## src/rtl/calc_addsub_n.sv

```systemverilog
// Keypad calculator core: digit-by-digit operand entry, chained add/subtract,
// signed result with magnitude saturation, backspace and synchronous clear.
module calc_addsub_n #(
   parameter int MAX_DIGITS = 4,
   parameter int RES_W      = 14
) (
   input  logic             clk,
   input  logic             rst_n,
   input  logic [3:0]       key_code,
   input  logic             key_pulse,
   output logic [RES_W-1:0] entry,
   output logic [RES_W-1:0] result,
   output logic             result_neg,
   output logic             result_valid,
   output logic             result_pulse,
   output logic             overflow
);

   localparam int AW = RES_W + 2;
   localparam int CW = $clog2(MAX_DIGITS + 1);
   localparam logic [RES_W-1:0] MAXV = '1;

   typedef enum logic [1:0] {S_OPA, S_OPW, S_OPB, S_RES} state_t;

   state_t                r_state, w_state;
   logic signed [AW-1:0]  r_a, w_a;
   logic [RES_W-1:0]      r_b, w_b;
   logic                  r_sub, w_sub;
   logic [CW-1:0]         r_cnt, w_cnt;
   logic [RES_W-1:0]      r_result, w_result;
   logic                  r_neg, w_neg;
   logic                  r_valid, w_valid;
   logic                  r_pulse, w_pulse;
   logic                  r_ovf, w_ovf;

   logic                  w_dig, w_add, w_eq, w_clr, w_subk, w_bs, w_op;
   logic signed [AW-1:0]  w_bext, w_r, w_a_dig, w_a_bs;
   logic [RES_W-1:0]      w_b_dig;
   logic [AW-1:0]         w_mag;
   logic                  w_rovf;
   logic                  w_room;

   assign w_dig  = key_pulse && (key_code <= 4'd9);
   assign w_add  = key_pulse && (key_code == 4'd10);
   assign w_eq   = key_pulse && (key_code == 4'd11);
   assign w_clr  = key_pulse && (key_code == 4'd12);
   assign w_subk = key_pulse && (key_code == 4'd13);
   assign w_bs   = key_pulse && (key_code == 4'd14);
   // A saturated result locks out operators until a digit or CLEAR arrives.
   assign w_op   = (w_add || w_subk) && !r_ovf;

   assign w_room  = (r_cnt < CW'(MAX_DIGITS));
   assign w_a_dig = r_a * AW'(10) + AW'(key_code);
   assign w_a_bs  = $signed($unsigned(r_a) / AW'(10));
   assign w_b_dig = r_b * RES_W'(10) + RES_W'(key_code);

   // The pending computation: A op B while typing B, otherwise A alone.
   assign w_bext = $signed({2'b00, r_b});
   always_comb begin
      w_r = r_a;
      if (r_state == S_OPB) begin
         w_r = r_sub ? (r_a - w_bext) : (r_a + w_bext);
      end
   end

   assign w_mag  = w_r[AW-1] ? $unsigned(-w_r) : $unsigned(w_r);
   assign w_rovf = |w_mag[AW-1:RES_W];

   always_ff @(posedge clk or negedge rst_n) begin
      if (!rst_n) begin
         r_state  <= S_OPA;
         r_a      <= '0;
         r_b      <= '0;
         r_sub    <= 1'b0;
         r_cnt    <= '0;
         r_result <= '0;
         r_neg    <= 1'b0;
         r_valid  <= 1'b0;
         r_pulse  <= 1'b0;
         r_ovf    <= 1'b0;
      end else begin
         r_state  <= w_state;
         r_a      <= w_a;
         r_b      <= w_b;
         r_sub    <= w_sub;
         r_cnt    <= w_cnt;
         r_result <= w_result;
         r_neg    <= w_neg;
         r_valid  <= w_valid;
         r_pulse  <= w_pulse;
         r_ovf    <= w_ovf;
      end
   end

   always_comb begin
      w_state  = r_state;
      w_a      = r_a;
      w_b      = r_b;
      w_sub    = r_sub;
      w_cnt    = r_cnt;
      w_result = r_result;
      w_neg    = r_neg;
      w_valid  = r_valid;
      w_pulse  = 1'b0;
      w_ovf    = r_ovf;

      if (w_clr) begin
         w_state  = S_OPA;
         w_a      = '0;
         w_b      = '0;
         w_sub    = 1'b0;
         w_cnt    = '0;
         w_result = '0;
         w_neg    = 1'b0;
         w_valid  = 1'b0;
         w_ovf    = 1'b0;
      end else if (w_dig) begin
         case (r_state)
            S_OPA: begin
               if (w_room) begin
                  w_a   = w_a_dig;
                  w_cnt = r_cnt + 1'b1;
               end
            end
            S_OPB: begin
               if (w_room) begin
                  w_b   = w_b_dig;
                  w_cnt = r_cnt + 1'b1;
               end
            end
            S_OPW: begin
               w_b     = RES_W'(key_code);
               w_cnt   = CW'(1);
               w_state = S_OPB;
            end
            S_RES: begin
               w_a     = $signed(AW'(key_code));
               w_cnt   = CW'(1);
               w_valid = 1'b0;
               w_ovf   = 1'b0;
               w_state = S_OPA;
            end
            default: ;
         endcase
      end else if (w_bs) begin
         if (r_state == S_OPA) begin
            w_a   = w_a_bs;
            w_cnt = (r_cnt != '0) ? r_cnt - 1'b1 : r_cnt;
         end else if (r_state == S_OPB) begin
            w_b   = r_b / RES_W'(10);
            w_cnt = (r_cnt != '0) ? r_cnt - 1'b1 : r_cnt;
         end
      end else if (w_op || (w_eq && r_state != S_RES)) begin
         if (w_op) begin
            w_sub = w_subk;
         end
         // A chain step that saturates ends the same way as an EQUAL does.
         if (w_eq || (r_state == S_OPB && w_rovf)) begin
            w_a      = w_r;
            w_result = w_rovf ? MAXV : w_mag[RES_W-1:0];
            w_neg    = w_r[AW-1];
            w_valid  = 1'b1;
            w_pulse  = 1'b1;
            w_ovf    = w_rovf;
            w_state  = S_RES;
         end else begin
            if (r_state == S_OPA || r_state == S_OPB) begin
               w_a = w_r;
            end
            w_b     = '0;
            w_cnt   = '0;
            w_state = S_OPW;
         end
      end
   end

   // The display shows A while typing it, B once an operator is pending.
   always_comb begin
      entry = '0;
      case (r_state)
         S_OPA:        entry = r_a[RES_W-1:0];
         S_OPW, S_OPB: entry = r_b;
         default:      entry = '0;
      endcase
   end

   assign result       = r_result;
   assign result_neg   = r_neg;
   assign result_valid = r_valid;
   assign result_pulse = r_pulse;
   assign overflow     = r_ovf;

endmodule
```

## config.mk

```make
export PLATFORM = sky130hd
export DESIGN_NAME = calc_addsub_n
export DESIGN_NICKNAME = d
export VERILOG_FILES = /design/src/rtl/calc_addsub_n.sv
export SDC_FILE = /design/constraint.sdc
export NUM_CORES = 1
export LEC_CHECK = 0
export BUFFER_PORTS_ARGS = -buffer_cell sky130_fd_sc_hd__buf_2
export CAP_MARGIN = 20
export CORE_MARGIN = 2
export CORE_UTILIZATION = 41
export CTS_CLUSTER_DIAMETER = 200
export DETAILED_ROUTE_END_ITERATION = 12
export MAX_ROUTING_LAYER = met4
export PLACE_DENSITY = 0.67
export RECOVER_POWER = 100
export SLEW_MARGIN = 5
export SYNTH_ARGS = -nofsm -noshare
export SYNTH_HDL_FRONTEND = slang
export SYNTH_SLANG_ARGS = --single-unit
```

## constraint.sdc

```tcl
create_clock -name clk -period 12.73 [get_ports clk]
set_input_delay 2.546 -clock clk [delete_from_list [all_inputs] [get_ports clk]]
set_output_delay 2.546 -clock clk [all_outputs]
set_load 0.01 [all_outputs]
```

# Yosys cells after proc, flatten, opt, wreduce, memory -nomap -nowiden
# Index checks and enable logic that the tools add are counted.
[classes]
n_addsub = 7
multipliers = 2
div_mod_pow = 2
order_cmp = 2
eq_ne = 24
mux = 70
reduce_logical = 34
[op_table]
columns = ["op", "n"]
rows = [
  ["$mux 14", 14],
  ["$mux 16", 11],
  ["$pmux 14 s2", 2],
  ["$pmux 16 s2", 1],
  ["$mux 3", 9],
  ["$mux 1", 26],
  ["$eq 4x4->1 const B", 5],
  ["$add 16x15->16", 1],
  ["$add 16x4->16", 1],
  ["$div 16x4->16 const B", 1],
  ["$mul 16x3->15 const B", 1],
  ["$ne 4x4->1 const B", 4],
  ["$neg 16->16", 1],
  ["$reduce_and 4->1", 4],
  ["$sub 16x15->16", 1],
  ["$add 14x4->14", 1],
  ["$div 14x4->14 const B", 1],
  ["$mul 14x3->13 const B", 1],
  ["$ne 4x1->1 const B", 3],
  ["$mux 2", 5],
  ["$logic_and 1x1->1", 9],
  ["$reduce_bool 3->1", 3],
  ["$ne 4x3->1 const B", 2],
  ["$reduce_or 2->1", 4],
  ["other kinds (23)", 30],
]
[word_totals]
regBits = 54
input_bits = 7
out_inout_bits = 32
word_cells = 151

# Depth between registers and ports, before layout
# Gate-level depths: netlist of run 1.
[logic_depth]
ltp_word = 13
ltp_mapped = 23
mapped_depth_nobuf = 22

# Least setup slack after synthesis of run 1
# No wires, ideal clock.
[synth_path]
kind = "flip-flop to flip-flop"
startpoint = "register r_b[1]"
endpoint = "register r_result[1] (netlist: result[1])"
setup_ns = 0.132
arrival_time_ns = 4.619
required_ns = 12.598
setup_slack_ns = 7.979
stages_incl_launch_ff = 23
n_path_buf = 1
period_less_slack_ns = 4.751
cell_sequence = "dfrtp_1 > inv_1 > ha_1 > mux2_2 > inv_1 > ha_1 > nor2b_1 > o21ai_0 > a21oi_1 > o21a_1 > o21ai_1 > a21boi_0 > o221a_2 > a311oi_1 > o311a_1 > nand3_1 > or4b_1 > nor2_1 > o31a_1 > clkbuf_1 > o211ai_1 > mux2i_1 > nor2_1"
[synth_via]
elab_chain_len = 12
elab_cells_between_ends = 17
classes_between = "add/sub (3); mux (9); reduce/logical (5)"
[synth_rtl]
columns = ["element", "line", "text"]
rows = [
  ["start, declared", "27", "logic [RES_W-1:0] r_b, w_b;"],
  ["start signal, assigned", "84", "r_b <= w_b;"],
  ["$add 16x15->16 / $sub 16x15->16 (equally long branches)", "62", "w_r = r_sub ? (r_a - w_bext) : (r_a + w_bext);"],
  ["$mux 16 (*)", "62", ""],
  ["$mux 16 (*)", "61", "if (r_state == S_OPB) begin"],
  ["$neg 16->16", "66", "assign w_mag = w_r[AW-1] ? $unsigned(-w_r) : $unsigned(w_r);"],
  ["$mux 16 (*)", "66", ""],
  ["$reduce_or 2->1", "67", "assign w_rovf = |w_mag[AW-1:RES_W];"],
  ["$mux 14", "160", "w_result = w_rovf ? MAXV : w_mag[RES_W-1:0];"],
  ["$mux 14", "158", "if (w_eq || (r_state == S_OPB && w_rovf)) begin"],
  ["$mux 14", "153", "end else if (w_op || (w_eq && r_state != S_RES)) begin"],
  ["$mux 14", "145", "end else if (w_bs) begin"],
  ["$mux 14", "117", "end else if (w_dig) begin"],
  ["$mux 14", "107", "if (w_clr) begin"],
  ["end signal, assigned", "87", "r_result <= w_result;"],
  ["end, declared", "30", "logic [RES_W-1:0] r_result, w_result;"],
]
# Mark *: on every way between the ends. The rest lies on a longest branch, timed or not. The select of a mux whose other input is x is not followed.
# A chain may end at the register's enable or synchronous reset.

# Final worst setup path of run 1
[layout_path]
startpoint = "register r_b[1]"
endpoint = "register r_result[3] (netlist: result[3])"
# Same word-level chain as after synthesis.

==> impl_results.md, run 1 <==
* Hold_buf cts at 0
* Drt pass-1 iters at 5
* Post-synthesis adder-cell area fraction at 10.92%
* EDFF count, synth at 0
* Synth-to-layout area growth at 4.436%
* Seq/Total Area, Yosys at 14.09%
* Most common cell in the netlist: nor2_1
* Nets@finish at 1,365
* H-tree Lvls at 2
* Die X at 156.9 um
* CP Buf/Inv Count at 3
* Routed vias/inst at 6.234
* Crit path capture type: register
* Global route total overflow at 0
* Slowest stage delay, CP at 0.77 ns
* Bufs on Longest Clock Path at 2
* ANT nets after route at 0
* Row count at 55
* Final Cycle Share at 53.61%
* HP Class: register to register
* CP Class: register to register
* Yosys Warn Count at 0
* Synthesized Nets at 1,396
* Top cells by count, synth: nor2_1 (129), a21oi_1 (97), nand2_1 (96)
* Biggest area consumer among synthesized cells: dfrtp_1
* Final-report setup violation count at 0
* Share of layout cells above drive strength 1 at 5.234%
* Relative slew slack at -114.4%
* Clock buffer count from CTS at 5
* Routed via count at 9,930
* Synth Cell Area at 9589 um^2
* Worst EP required at 12.93 ns
* Core Footprint at 22,780 um^2
* Post-synthesis mux area share at 2.427%
* Max_cap viols at 1
* Area fraction of the dominant cell type after synthesis at 14.09%
* Compound-Gate Fraction of Synth Area at 33.26%
* Post-CTS setup buffer count at 0
* DRC viols at 0
* Crit path cell chain: inv_1 > ha_1 > mux2_1 > inv_1 > ha_1 > nor2b_1 > o21ai_0 > a21oi_1 > o21a_1 > o21ai_0 > a21boi_0 > o221a_2 > a311oi_1 > nand3_1 > nor4_1 > o41ai_1 > a21oi_1 > nor2_1 > nor2_1 > clkbuf_1 > and3_1 > nor3_1
* Largest family of logic cells by synthesized area: compound AO/OA/AOI/OAI gates
* WL final at 29.18 mm
* Root Buffer Master: clkbuf_16
* Hold Path Stages at 1
* Drt initial violations at 890
* Detailed placer's ending HPWL at 21.89 mm
* Post-CTS sizing at 0
* R2R depth at 22
* Max-slew violation count at 55
* CTS tree: done
* # IOs at 39
* Synth Area in XOR/XNOR at 8.285%
* Tot GR Track Use at 24.26%
* Crit path arrival time at 7.02 ns
* Post-route minimum period at 6.824 ns
* RSZ-0062 raised after global routing: false
* Fin Setup TNS at 0 ns
* Startpoint types: register
* Critical path's slowest cell: clkbuf_1
* Clk pin slew, worst setup/hold paths at 0.09 ns
* WL/cell at 18.31 um
* I/O Buffers at 38
* First-pass GRT wire length at 47.43 mm
* Die ar. at 24,630 um^2
* Clock Skew at 0.01276 ns
* Avg Cell Area, Syn at 7.320 um^2
* WP depth at 22
* Syn Inst Count at 1,310
* Synth Register Bits at 54
* Status: finished with violations
* Fmax at 146.5 MHz
* Fill count at 2,328
* Worst-Skew Late Latency at 0.32 ns
* Post-Synth Simple-Gate Area at 24.88%
* Hold Violations, Final at 0
* Failing checks: capacitance limit, slew limit
* Final core utilization at 43.97%
* Crit-path max FO at 27
* Least-Margin Pin Slew at 3.216 ns
* Yosys cell types at 106
* CP delay by family, top: compound AO/OA/AOI/OAI gates
* Starting density of the core at 42.10%
* Vias in the first global route at 9,111
* Antenna violations before repair at 0
* Main flop type after synthesis: dfrtp_1
* Clock sink count at 54
* GPL Wtd Cong at 0.9164
* Pin count of the biggest net entering global routing at 55
* Ant. Diodes at 0
* Top cells by area, synth: dfrtp_1 (14%), ha_1 (9.7%), xnor2_1 (5.3%)
* Die H at 156.9 um
* Async S/R FF share, synth at 100.0%
## area by class of cell
class	count	area [um^2]	share of cell area [%]
clock buffers	5	125.1	1.249
clock inverters	3	28.78	0.2874
inverters	53	198.9	1.987
multi-input cells	1111	7661	76.50
flip-flops and latches	54	1351	13.49
well taps	313	391.6	3.911
repair buffers	54	257.7	2.574
## worst reg2reg max path: stages, from the launching register on
cell      delay (ns)
dfrtp_1         0.55
inv_1           0.11
ha_1            0.28
mux2_1          0.33
inv_1           0.07
ha_1            0.22
nor2b_1         0.13
o21ai_0         0.24
a21oi_1         0.14
o21a_1          0.22
o21ai_0         0.35
a21boi_0        0.26
o221a_2         0.30
a311oi_1        0.57
nand3_1         0.25
nor4_1          0.43
o41ai_1         0.14
a21oi_1         0.37
nor2_1          0.07
nor2_1          0.56
clkbuf_1        0.78
and3_1          0.29
nor3_1          0.05
## cell families (layout without fill, tap and decap cells)
group	count (synthesis)	count (layout)
AND/OR/NAND/NOR	467	467
XOR/XNOR	89	89
buffers and inverters	145	115
adder cells (fa/ha/maj)	81	81
flip-flops	54	54
AO/OA/AOI/OAI	452	452
multiplexers	22	22
## flip-flops by register name, summed over array words and instances, names as in the netlist
| register | count |
|---|---|
| r_a | 16 |
| result | 14 |
| overflow | 1 |
| result_valid | 1 |
| result_neg | 1 |
| r_sub | 1 |
| result_pulse | 1 |
| r_b | 14 |
| r_state | 2 |
| r_cnt | 3 |
## per-layer routing
| layer | wire length, um | vias up | global-route usage, % |
|---|---|---|---|
| li1 | - | 4868 | - |
| met5 | 0 | - | - |
| met1 | 13440 | 4679 | 33.27 |
| met4 | 628 | 0 | 6.204 |
| met2 | 13250 | 341 | 38.12 |
| met3 | 1860 | 42 | 2.726 |
## cell usage in the layout, fill, tap and decap left out, types with 13 or more instances in the layout
master,count
nor2_1,129
a21oi_1,97
nand2_1,96
o21ai_0,77
ha_1,74
xnor2_1,58
nor3_1,55
dfrtp_1,54
inv_1,49
clkbuf_1,36
nand3_1,32
xor2_1,29
a211oi_1,28
o22ai_1,27
and3_1,24
a21o_1,24
nand2b_1,22
a22oi_1,18
o21a_1,18
nor2b_1,17
mux2i_1,15
a31oi_1,14
buf_4,13
## path summary, 6_finish.rpt
path	startpoint	endpoint	slack (ns)
worst max-delay path	r_b[1]	result[3]	5.91
worst min-delay path	result_valid	result_valid	0.50
worst max register to register	r_b[1]	result[3]	5.91
worst min register to register	result_valid	result_valid	0.50
max in group asynchronous	rst_n	r_b[8]	7.51
min in group asynchronous	rst_n	result[2]	3.40
## metrics by stage
step | hold slack, ns | worst slack, ns | std cells | instance area, um^2
after floorplan | 0.4760 | 7.979 | 1310 | 9589
after global placement | 0.4624 | 6.605 | 1583 | 9901
after detailed placement | 0.4781 | 6.745 | 1585 | 9923
after CTS | 0.4968 | 6.695 | 1593 | 10080
after global routing | 0.5104 | 5.322 | 1593 | 10010
final | 0.5004 | 5.906 | 1593 | 10010
Power of run 1 is not shown: default switching activity piles up to over one toggle a cycle in this logic, so the estimate is an artifact.
==> run 2, diff against run 1 <==
--- a/config.mk
+++ b/config.mk
@@ -12,7 +12,7 @@
 export CTS_CLUSTER_DIAMETER = 200
 export DETAILED_ROUTE_END_ITERATION = 12
 export MAX_ROUTING_LAYER = met4
-export PLACE_DENSITY = 0.67
+export PLACE_DENSITY = 0.69
 export RECOVER_POWER = 100
 export SLEW_MARGIN = 5
 export SYNTH_ARGS = -nofsm -noshare
==> constraint.sdc (replaced) <==
create_clock -name clk -period 6 [get_ports clk]
set_input_delay 1.2 -clock clk [delete_from_list [all_inputs] [get_ports clk]]
set_output_delay 1.2 -clock clk [all_outputs]
set_load 0.01 [all_outputs]
==> run 2 against run 1 <==
Against the previous run:
- the run still ends with capacitance limit, slew limit left
- cell area up 1.5%
- maximum frequency up 24%
- clock skew down 0.00090 ns
- register-to-register slack worse by 5.4 ns
- clock-buffer cell count unchanged
- first-iteration DRC count up 19%
- critical path depth unchanged
- critical path type unchanged
- via count up 1.1%
- global-route usage up 0.55 points
- critical endpoint is now r_b[11]
- cell count up 1.1%
- largest cell class unchanged
==> impl_results.md, run 2 (same netlist as run 1, synthesis figures left out) <==
* WL/cell at 18.34 um (+0.15%)
* Worst EP required at 6.21 ns (-6.72 ns)
* Failing checks: capacitance limit, slew limit
* Antenna violations before repair at 0 (unchanged)
* Die X at 156.9 um (unchanged)
* Slowest stage delay, CP at 0.52 ns (-0.25 ns)
* Ant. Diodes at 0 (unchanged)
* Routed vias/inst at 6.232 (about the same)
* # IOs at 39 (unchanged)
* CP Buf/Inv Count at 4 (+1)
* H-tree Lvls at 2 (unchanged)
* Least-Margin Pin Slew at 3.059 ns (-0.1568 ns)
* Fin Setup TNS at 0 ns (unchanged)
* ANT nets after route at 0 (unchanged)
* Crit path cell chain: inv_1 > ha_1 > mux2_2 > inv_1 > ha_1 > nor2b_1 > o21ai_0 > a21oi_1 > o21a_1 > o21ai_1 > a21boi_0 > o221a_2 > a311oi_1 > buf_4 > nand3_1 > or2_2 > o41ai_1 > a21oi_1 > o21ai_0 > nand2_1 > buf_4 > o31ai_1
* WL final at 29.55 mm (+1.3%)
* Final Cycle Share at 91.55% (+38 points)
* Nets@finish at 1,383 (+1.3%)
* Worst-Skew Late Latency at 0.32 ns (about the same)
* Die ar. at 24,630 um^2 (unchanged)
* Synth-to-layout area growth at 5.989%
* GPL Wtd Cong at 0.9552 (+4.2%)
* Final-report setup violation count at 0 (unchanged)
* Starting density of the core at 42.10% (unchanged)
* CP delay by family, top: compound AO/OA/AOI/OAI gates
* GR Layer Usage met1 at 33.59% (+0.32 points)
* Crit-path max FO at 28 (+3.7%)
* CP Class: register to register
* Detailed placer's ending HPWL at 22.27 mm (+1.7%)
* Reg with most FFs: r_a
* Startpoint types: register
* Status: finished with violations
* GR Util met3 at 2.808% (+0.083 points)
* DRC viols at 0 (unchanged)
* Post-CTS setup buffer count at 0 (unchanged)
* Launching point of the worst reg2reg path: r_b[0]
* Max-slew violation count at 55 (unchanged)
* Bufs on Longest Clock Path at 2 (unchanged)
* First-pass GRT wire length at 48.41 mm (+2.1%)
* Row count at 55 (unchanged)
* Core Footprint at 22,780 um^2 (unchanged)
* Crit. Startpoint: r_b[0]
* Tot GR Track Use at 24.81% (+0.55 points)
* R2R Setup Slk at 0.51 ns (-5.40 ns)
* R2R depth at 22 (unchanged)
* Clock buffer count from CTS at 5 (unchanged)
* Post-route minimum period at 5.493 ns (-1.331 ns)
* Clk pin slew, worst setup/hold paths at 0.08 ns (about the same)
* Drt initial violations at 1,060 (+19%)
* Max reg flops at 16 (unchanged)
* Drt pass-1 iters at 6 (+1)
* Relative slew slack at -104.0% (+10 points)
* HP Class: register to register
* Commonest non-fill, non-tap cells in the layout: nor2_1 (128), a21oi_1 (97), nand2_1 (96), o21ai_0 (76), ha_1 (74)
* Share of layout cells above drive strength 1 at 6.934% (+1.7 points)
* I/O Buffers at 38 (unchanged)
* Global route total overflow at 0 (unchanged)
* Global route hottest layer: met2
* Root Buffer Master: clkbuf_16
* Worst setup endpoint: r_b[11]
* CTS tree: done
* Crit path arrival time at 5.70 ns (-1.32 ns)
* Pin count of the biggest net entering global routing at 55 (unchanged)
* Worst reg2reg path endpoint: r_b[11]
* Max_cap viols at 1 (unchanged)
* Critical path's slowest cell: dfrtp_1
* Die H at 156.9 um (unchanged)
* Clock sink count at 54 (unchanged)
* Vias in the first global route at 9,242 (+1.4%)
* Crit path capture type: register
* RSZ-0062 raised after global routing: false
* Fmax at 182.0 MHz (+24%)
* Most common cell after layout, fill and taps aside: nor2_1
* Clock Skew at 0.01186 ns (-0.0009011 ns)
* Routed via count at 10.04k (+1.1%)
* GR Layer Usage met2 at 39.87% (+1.8 points)
* WP depth at 22 (unchanged)
* Hold Violations, Final at 0 (unchanged)
[run 2: metal layers]
layer  share of wire [%]  vias up
li1                    -     4887
met5                   0        -
met3                 6.0       44
met2                  46      359
met4                 1.8        0
met1                  46     4750
[run 2: area by class of cell]
class                      instances  area, um^2
timing repair buffer              72       396.6
inverter                          53       198.9
sequential                        54        1353
tap                              313       391.6
clock inverter                     3       28.78
fill                            2333       12610
clock buffer                       5       125.1
multi-input combinational       1111        7670
[run 2: through the flow]
stage | utilization [%] | area, um^2 | cells | hold WS (ns) | worst slack [ns]
finish | 44.62 | 10160 | 1611 | 0.5118 | 0.5068
floorplan | - | 9589 | 1310 | 0.4760 | 1.249
global placement | 44.13 | 10050 | 1603 | 0.4704 | 0.6370
global route | 44.62 | 10160 | 1611 | 0.5232 | 0.06079
CTS | 44.80 | 10200 | 1611 | 0.5045 | 0.5076
detailed placement | 44.13 | 10050 | 1603 | 0.4852 | 0.5642
[run 2: how the worst min path moves through the flow]
stage / start / to / depth (start not counted)
floorplan: r_cnt[1] / r_cnt[1] / 1
global placement: result_valid / result_valid / 1
detailed placement: result_valid / result_valid / 1
CTS: result_valid / result_valid / 1
global route: r_cnt[1] / r_cnt[1] / 1
finish: result_valid / result_valid / 1
[run 2: repair_timing]
| action | 4_1_cts | 5_1_grt |
|---|---|---|
| gates resized for setup | 0 | 3 |
| endpoints found under the setup margin | 0 | 4 |
| hold buffers | 0 | 0 |
| hold endpoints to repair | 0 | 0 |
Power of run 2 is left out for the same reason.
